<file path="src/rtl/png_chunk_parser.sv">
// png_chunk_parser: PNG signature/chunk front end. Checks the 8-byte
// signature, walks the LEN/TYPE/DATA/CRC structure of each chunk, captures
// the IHDR width/height and forwards IDAT payload bytes downstream with zero
// latency. Completes on IEND; any fault parks the FSM in ERR with a code.
// Optional feature: define PNG_CRC_CHK_EN to build the per-chunk CRC-32 check.
module png_chunk_parser #(
   parameter int DIM_WD = 16
) (
   input  logic              clk,
   input  logic              rst,
   input  logic              start_i,
   output logic              done_o,
   input  logic              val_i,
   output logic              rdy_o,
   input  logic [7:0]        dat_i,
   output logic [DIM_WD-1:0] cfg_w_o,
   output logic [DIM_WD-1:0] cfg_h_o,
   output logic              hdr_val_o,
   output logic              val_o,
   input  logic              rdy_i,
   output logic [7:0]        dat_o,
   output logic              end_o,
   output logic              err_o,
   output logic [2:0]        err_code_o
);

   localparam logic [63:0] SIG_BYTES = 64'h89504E470D0A1A0A;
   localparam logic [31:0] T_IHDR    = 32'h49484452;
   localparam logic [31:0] T_IDAT    = 32'h49444154;
   localparam logic [31:0] T_IEND    = 32'h49454E44;

   typedef enum logic [2:0] {IDLE, SIG, LEN, TYPE, DATA, CRC, DONE, ERR} state_t;

   state_t              state, nxt;
   logic [2:0]          bcnt;        // byte index inside SIG/LEN/TYPE/CRC
   logic [31:0]         len;         // chunk length, then down-counter in DATA
   logic [31:0]         typ;         // current chunk type
   logic [3:0]          didx;        // saturating byte index inside DATA (IHDR fields)
   logic                first_chk;   // no chunk has been parsed yet
   logic                hdr_val, end_q, done_q;
   logic [2:0]          err_code, code_nxt;
   logic [DIM_WD-1:0]   cfg_w, cfg_h;
   logic                acc, is_idat, is_ihdr, dim_bad, crc_ok;
   logic [31:0]         len_nxt, typ_nxt;
   logic [63:0]         sig_sh;

   assign acc      = val_i & rdy_o;
   assign len_nxt  = {len[23:0], dat_i};
   assign typ_nxt  = {typ[23:0], dat_i};
   assign is_idat  = (typ == T_IDAT);
   assign is_ihdr  = (typ == T_IHDR);
   assign sig_sh   = SIG_BYTES << {bcnt, 3'b000};
   assign dat_o    = dat_i;
   assign cfg_w_o  = cfg_w;
   assign cfg_h_o  = cfg_h;
   assign hdr_val_o  = hdr_val;
   assign end_o      = end_q;
   assign done_o     = done_q;
   assign err_code_o = err_code;
   assign err_o      = (err_code != 3'd0);

`ifdef PNG_CRC_CHK_EN
   logic [31:0] crc, crc_rx;

   // Reflected CRC-32 (0xEDB88320), one byte per call, bitwise unrolled.
   function automatic logic [31:0] crc_upd(input logic [31:0] c_in, input logic [7:0] d);
      logic [31:0] c;
      c = c_in ^ {24'h0, d};
      for (int k = 0; k < 8; k++)
         c = c[0] ? ((c >> 1) ^ 32'hEDB88320) : (c >> 1);
      return c;
   endfunction

   assign crc_ok = ({crc_rx[23:0], dat_i} == ~crc);

   // CRC accumulator over type+data bytes; received CRC shifts in big-endian.
   always_ff @(posedge clk) begin
      if (rst || start_i) begin
         crc    <= 32'hFFFFFFFF;
         crc_rx <= 32'h0;
      end else if (acc) begin
         case (state)
            LEN:     crc    <= 32'hFFFFFFFF;
            TYPE:    crc    <= crc_upd(crc, dat_i);
            DATA:    crc    <= crc_upd(crc, dat_i);
            CRC:     crc_rx <= {crc_rx[23:0], dat_i};
            default: ;
         endcase
      end
   end
`else
   assign crc_ok = 1'b1;
`endif

   // IHDR dimension byte sets a bit at or above DIM_WD: byte k of the 32-bit
   // big-endian field covers bits (3-k)*8 .. (3-k)*8+7.
   always_comb begin
      dim_bad = 1'b0;
      for (int b = 0; b < 8; b++)
         if (((3 - int'(didx[1:0])) * 8 + b >= DIM_WD) && dat_i[b])
            dim_bad = 1'b1;
   end

   // Next state, error code and handshake outputs.
   always_comb begin
      nxt      = state;
      code_nxt = err_code;
      rdy_o    = 1'b0;
      val_o    = 1'b0;
      case (state)
         IDLE, DONE: rdy_o = 1'b0;
         DATA: begin
            rdy_o = is_idat ? rdy_i : 1'b1;
            val_o = is_idat ? val_i : 1'b0;
         end
         default: rdy_o = 1'b1;
      endcase
      if (acc) begin
         case (state)
            SIG: begin
               if (dat_i != sig_sh[63:56]) begin
                  nxt = ERR; code_nxt = 3'd1;
               end else if (bcnt == 3'd7) nxt = LEN;
            end
            LEN: if (bcnt == 3'd3) begin
               if (len_nxt[31]) begin nxt = ERR; code_nxt = 3'd6; end
               else nxt = TYPE;
            end
            TYPE: if (bcnt == 3'd3) begin
               if ((first_chk && (typ_nxt != T_IHDR || len != 32'd13)) ||
                   (!first_chk && typ_nxt == T_IHDR)) begin
                  nxt = ERR; code_nxt = 3'd2;
               end else if (len == 32'd0) nxt = CRC;
               else nxt = DATA;
            end
            DATA: begin
               if (is_ihdr && !didx[3] && dim_bad) begin
                  nxt = ERR; code_nxt = 3'd3;
               end else if (len == 32'd1) nxt = CRC;
            end
            CRC: if (bcnt == 3'd3) begin
               if (!crc_ok) begin nxt = ERR; code_nxt = 3'd4; end
               else if (typ == T_IEND) nxt = DONE;
               else nxt = LEN;
            end
            default: ;
         endcase
      end
   end

   // State register and per-byte datapath; start_i overrides any transfer.
   always_ff @(posedge clk) begin
      if (rst) begin
         state <= IDLE; bcnt <= '0; len <= '0; typ <= '0; didx <= '0;
         first_chk <= 1'b1; hdr_val <= 1'b0; end_q <= 1'b0; done_q <= 1'b0;
         err_code <= '0; cfg_w <= '0; cfg_h <= '0;
      end else if (start_i) begin
         state <= SIG; bcnt <= '0; len <= '0; typ <= '0; didx <= '0;
         first_chk <= 1'b1; hdr_val <= 1'b0; end_q <= 1'b0; done_q <= 1'b0;
         err_code <= '0; cfg_w <= '0; cfg_h <= '0;
      end else begin
         end_q  <= 1'b0;
         done_q <= 1'b0;
         if (acc) begin
            state    <= nxt;
            err_code <= code_nxt;
            bcnt     <= (nxt != state) ? 3'd0 : bcnt + 3'd1;
            done_q   <= (nxt != state) && (nxt == DONE || nxt == ERR);
            case (state)
               LEN: len <= len_nxt;
               TYPE: begin
                  typ  <= typ_nxt;
                  didx <= '0;
                  if (bcnt == 3'd3) begin
                     first_chk <= 1'b0;
                     end_q     <= (typ_nxt == T_IEND) && (nxt != ERR);
                  end
               end
               DATA: begin
                  len <= len - 32'd1;
                  if (!didx[3] || didx != 4'hF) didx <= didx + 4'd1;
                  if (is_ihdr && didx < 4'd4)      cfg_w <= DIM_WD'({cfg_w, dat_i});
                  else if (is_ihdr && didx < 4'd8) cfg_h <= DIM_WD'({cfg_h, dat_i});
               end
               CRC: if (bcnt == 3'd3 && is_ihdr && nxt == LEN) hdr_val <= 1'b1;
               default: ;
            endcase
         end
      end
   end

endmodule
</file>
<file path="config.mk">
export PLATFORM = sky130hd
export DESIGN_NAME = png_chunk_parser
export DESIGN_NICKNAME = d
export VERILOG_FILES = /design/src/rtl/png_chunk_parser.sv
export SDC_FILE = /design/constraint.sdc
export NUM_CORES = 1
export LEC_CHECK = 0
export BUFFER_PORTS_ARGS = -buffer_cell sky130_fd_sc_hd__buf_2
export CAP_MARGIN = 20
export CORE_UTILIZATION = 40
export DETAILED_ROUTE_END_ITERATION = 10
export GPL_TIMING_DRIVEN = 0
export PLACE_DENSITY = 0.55
export SYNTH_ARGS = -nofsm -noshare
export SYNTH_HDL_FRONTEND = slang
export SYNTH_SLANG_ARGS = --single-unit
</file>
<file path="constraint.sdc">
create_clock -name clk -period 6.7 [get_ports clk]
set_clock_uncertainty 0.2 [all_clocks]
set_input_delay 0.335 -clock clk [delete_from_list [all_inputs] [get_ports clk]]
set_output_delay 0.335 -clock clk [all_outputs]
set_load 0.03 [all_outputs]
</file>
======== After elaboration in Yosys (flattened, before gate mapping) ========
Index checks and enable logic that the tools add are counted.
word-level totals
  flip-flop bits (word level) ............. 113
  input bits .............................. 13
  output and inout bits ................... 49
  logic and storage cells ................. 151
operators by class
  add/sub/neg operators ................... 11
  magnitude comparators ................... 10
  eq/ne operators ......................... 30
  shift-type cells ........................ 1
  multiplexer cells ....................... 38
  bitwise logic cells ..................... 5
  reductions and logical operators ........ 43
operator list
  operator                                                             number
  greater-or-equal comparator 32 x 6 -> 1 bit (second input constant)  6
  equality test 32 x 31 -> 1 bit (second input constant)               5
  case mux 32 bit (2 select lines)                                     1
  left shift 64 x 6 -> 64 bit (first input constant)                   1
  2-to-1 mux 3 bit                                                     17
  equality test 32 x 1 -> 1 bit (second input constant)                1
  logical NOT 32 bit                                                   1
  != test 32 x 31 -> 1 bit (second input constant)                     1
  != test 32 x 4 -> 1 bit (second input constant)                      1
  subtractor 32 x 1 -> 32 bit (second input constant)                  1
  adder 6 x 4 -> 7 bit (second input constant)                         4
  equality test 3 bit (second input constant)                          6
  logical AND 1 bit                                                    18
  case mux 3 bit (5 select lines)                                      1
  adder 6 x 3 -> 7 bit (second input constant)                         2
  2-to-1 mux 1 bit                                                     14
  != test 2 bit (second input constant)                                7
  equality test 3 x 2 -> 1 bit (second input constant)                 4
  case mux 3 bit (4 select lines)                                      1
  AND reduction 3 bit                                                  4
  != test 8 bit                                                        1
  case mux 4 bit (2 select lines)                                      1
  AND reduction 8 bit                                                  1
  adder 6 x 2 -> 7 bit (second input constant)                         1
  other kinds (27)                                                     38

======== Longest topological paths before layout ========
  depth in word-level cells ............... 18
  gate-level depth with buffers ........... 11
  depth with buffers taken out ............ 9

======== Worst setup path after synthesis ========
No wires, ideal clock.
  path type ............................... flip-flop to flip-flop
  from .................................... register len[26]
  to ...................................... register err_code[0] (netlist: err_code_o[0])
  library setup time ...................... 139 ps
  arrival ................................. 2,652 ps
  required time ........................... 6,361 ps
  path slack .............................. 3,709 ps
  cell stages (with the launch flop) ...... 8
  path buffers ............................ 0
  period minus slack after synthesis ...... 2,991 ps
  cells stage by stage .................... dfxtp_1 or4_4 or3_4 or4_4 o311ai_2 or4b_4 a21oi_1 a311oi_1
on the way
  cells in the longest elaborated chain, start to end .. 6
ends and longest elaborated chain
  item                                  line  source
  from (decl)                           36    logic [31:0] len;
  from (signal assigned)                170   LEN: len <= len_nxt;
  from (signal assigned)                180   len <= len - 32'd1;
  != test 32 x 4 -> 1 bit               130   if ((first_chk && (typ_nxt != T_IHDR || len != 32'd13)) ||
  logical OR 1 bit                      130
  logical AND 1 bit                     130
  logical OR 1 bit                      130
  != test 2 bit (no source line)        --
  AND reduction 8 bit (no source line)  --
  to (signal assigned)                  166   err_code <= code_nxt;
  to (decl)                             41    logic [2:0] err_code, code_nxt;
No other way between the ends.
A chain may end at the register's enable or synchronous reset.

======== Final worst setup path ========
  from .................................... register bcnt[0]
  to ...................................... register state[0]
on the way
  cells in the longest elaborated chain, start to end .. 7
  elaborated cells on any way between the ends .. 13
  those cells by class .................... 3 x eq/ne; 1 x shift; 9 x mux
ends and longest elaborated chain
  item                                                                line      source
  from (decl)                                                         35        logic [2:0] bcnt;
  from (signal assigned)                                              167       bcnt <= (nxt != state) ? 3'd0 : bcnt + 3'd1;
  left shift 64 x 6 -> 64 bit or equality test 3 bit (tied branches)  52, 123
  != test 8 bit or 2-to-1 mux 3 bit (tied branches)                   121, 123
  2-to-1 mux 3 bit                                                    121       if (dat_i != sig_sh[63:56]) begin
  case mux 3 bit (5 select lines) (*)                                 119       case (state)
  2-to-1 mux 3 bit (*)                                                118       if (acc) begin
  2-to-1 mux 1 bit (*)                                                164       if (acc) begin
  2-to-1 mux 1 bit (*)                                                157       end else if (start_i) begin
  to (signal assigned)                                                165       state <= nxt;
  to (decl)                                                           34        state_t state, nxt;
Every way passes the cells marked *; elsewhere a longest branch is shown, timed or not. The select of a mux whose other input is x is not followed.

==> results.sh <==
export IMPL_via_count=6339
export IMPL_cap_violations=0
export IMPL_cp_arrival_ns=4.12
export IMPL_async_reset_ff_share_pct=0
export IMPL_synth_top_family_by_area="simple AND/OR/NAND/NOR gates"
export IMPL_yosys_area_share_xor_xnor_pct=1.16
export IMPL_drv_slew=0
export IMPL_ys_top_cells_by_count="139 x nand2_1, 113 x dfxtp_1, 88 x a21oi_1, 71 x nor2_1, 59 x clkbuf_1"
export IMPL_core_area_sq_um=14600
export IMPL_syn_area_sq_um=6050
export IMPL_clockBufferDepth=2
export IMPL_yosys_warnings=0
export IMPL_htreeDepth=4
export IMPL_critPathRequiredTime_ns=6.81
export IMPL_drtIter0Drc=559
export IMPL_hold_class="in -> reg"
export IMPL_status="finished with violations"
export IMPL_total_power_mw=1.73
export IMPL_cts_tree="yes"
export IMPL_netlist_top_cell_by_area="dfxtp_1"
export IMPL_grt_max_degree=17
export IMPL_p_leak_nw=2.71
export IMPL_wl_per_cell_um=18.7
export IMPL_synth_cell_types=64
export IMPL_grt_overflow_total=0
export IMPL_synthAdderAreaFrac_pct=2.48
export IMPL_finalCritPeriodShare_pct=59.9
export IMPL_postCtsSetupBuffers=0
export IMPL_synth_edff_count=0
export IMPL_crit_chain="inv_1 > ha_1 > nand2_1 > nand3_1 > a2111oi_1 > a31oi_1 > or2_2 > o32ai_1 > a21oi_1 > dlygate4sd3_1"
export IMPL_clockPowerShare_pct=53.4
export IMPL_drive_gt1_share_pct=12.3
export IMPL_synth_top_area_share_pct=37.4
export IMPL_synth_compound_area_share_pct=20.2
export IMPL_crit_path_max_incr_delay_ns=0.98
export IMPL_critical_path_top_delay_family="compound AO/OA/AOI/OAI gates"
export IMPL_port_buffers=55
export IMPL_dr_pass1_iters=8
export IMPL_relSlewSlack_pct=29.8
export IMPL_wl_um=20100
export IMPL_slowest_stage="a2111oi_1"
export IMPL_syn_to_final_growth_pct=18.6
export IMPL_synth_nets=827
export IMPL_synthSimpleGateAreaFrac_pct=29.6
export IMPL_worstSetupStartpointType="register"
export IMPL_tightestPinTransition_ns=1.05
export IMPL_worst_setup_path_type="reg -> reg"
export IMPL_drt_antenna_violating_nets=0
export IMPL_clockRootBuffer="clkbuf_16"
export IMPL_die_width_um=125
export IMPL_grtUsageTotal_pct=26.1
export IMPL_p_int_mw=1.30
export IMPL_p_sw_uw=430
export IMPL_cp_end_kind="register"
export IMPL_nets=904
export IMPL_failed_checks="design-rule violations"
export IMPL_setup_violations=0
export IMPL_ios=62
export IMPL_ys_ff_latch=113
export IMPL_die_area_sq_um=15600
export IMPL_path_max_fanout=6
export IMPL_crit_buf_inv=2
export IMPL_final_hold_viol_count=0
export IMPL_antenna_found_initial=0
export IMPL_clkLatencyLatePin_ns=0.42
export IMPL_cts_reportedPaths_clkPinSlew_ns=0.06
export IMPL_num_rows=44
export IMPL_fmaxAchievable_mhz=249
export IMPL_synth_flop_cell="dfxtp_1"
export IMPL_diodes=0
export IMPL_routabilityCongestion=0.960
export IMPL_synthMuxAreaShare_pct=2.98
export IMPL_cts_made_buffers=17
export IMPL_grt_pass1_wl_um=31800
export IMPL_seq_area_frac_synth_pct=37.4
export IMPL_synth_most_common_cell="nand2_1"
export IMPL_rsz0062_at_grt="no"
export IMPL_layout_min_cycle_time_ns=4.02
export IMPL_peakVddDrop_uv=173
export IMPL_syn_instance_count=802
export IMPL_synthTopCellsByArea="dfxtp_1 37%, nand2_1 8.6%, a21oi_1 7.3%"
export IMPL_sw_frac_of_total_pct=24.9
export IMPL_start_util_pct=41.3
export IMPL_combPwrFrac_pct=7.4
export IMPL_whs_ns=0.0932
export IMPL_power_frac_seq_pct=39.2
export IMPL_grt_pass1_vias=5960
export IMPL_hold_buffers=2
export IMPL_rrSetupSlack_ns=2.68
export IMPL_avgViaCountPerCell=5.90
export IMPL_syn_area_per_cell_sq_um=7.54
export IMPL_drc=2
export IMPL_die_y_um=125
export IMPL_tns_ns=0
export IMPL_dp_hpwl_um=14200
export IMPL_power_density_nw_per_um2=241
export IMPL_clock_sinks=113
export IMPL_cts_resized=0
[stage by stage]
stage                     cells  setup slack [ns]  cell area (sq um)  util [%]
final                      1075              2.68               7170      49.0
after global routing       1075              2.57               7170      49.0
after CTS                  1075              2.77               7170      49.0
after detailed placement   1042              3.00               6560      44.8
after global placement     1041              3.03               6550      44.7
after floorplan             802              3.71               6050         -
[logic make-up (layout without fill, tap and decap cells)]
kind of cell / Yosys count / in the layout
adders and majority gates: 12 / 12
AOI/OAI and AO/OA: 199 / 199
buffers and inverters: 89 / 178
xor gates and xnor gates: 8 / 8
muxes: 18 / 18
DFF: 113 / 113
and+or+nand+nor: 363 / 363
[worst reg2reg max path, stage by stage (launching register included)]
cell and delay, ns:
dfxtp_1 0.44, inv_1 0.13, ha_1 0.27, nand2_1 0.11
nand3_1 0.08, a2111oi_1 0.98, a31oi_1 0.24, or2_2 0.33
o32ai_1 0.44, a21oi_1 0.13, dlygate4sd3_1 0.56
[layout by cell type, fill, tap and decap left out, types with 17 or more instances in the layout]
cell       count
nor3_1        26
o21ai_0       37
a21oi_1       88
inv_1         19
nor2_1        71
dfxtp_1      113
nand2_1      139
mux2i_1       18
clkbuf_1      61
clkbuf_16     17
nand3_1       17
buf_2         57
[sequential cells by signal, summed over array words and instances (netlist names)]
register and cells:
first_chk 1, cfg_w_o 16, state 3, err_code_o 3, didx 4, bcnt 3
end_o 1, len 32, typ 32, hdr_val_o 1, cfg_h_o 16, done_o 1
[per-layer routing]
layer	vias up	part of all wire (%)	global-route usage [%]	wire (um)
met2	289	44	40.2	8880
met5	-	0	0	0
met4	0	2.0	9.33	401
met1	3000	47	36.1	9400
met3	38	6.9	5.69	1390
li1	3012	-	-	-
[power by group through the flow]
stage               logic (mW)  registers [mW]  clock network, mW
floorplan               0.0844           0.692                  0
global placement         0.123           0.692                  0
detailed placement       0.124           0.692                  0
CTS                      0.126           0.677              0.931
global route             0.139           0.678              0.963
finish                   0.128           0.677              0.922
[area by class of cell]
class,count,area (sq um)
fillers,1514,7470
multi-input cells,600,3410
flip-flops and latches,113,2260
clock buffers,19,433
repair buffers,58,303
plain buffers,70,299
well taps,184,230
clock inverters,12,161
inverters,19,71.3
[path summary, 6_finish.rpt]
| kind | start | endpoint | depth (start not counted) |
|---|---|---|---|
| max reg2reg | bcnt[0] | state[0] | 10 |
| min | dat_i[5] | typ[5] | 3 |
| min reg2reg | cfg_h_o[13] | cfg_h_o[13] | 2 |
| max | bcnt[0] | state[0] | 10 |
Power figures use the tool's default switching activity.
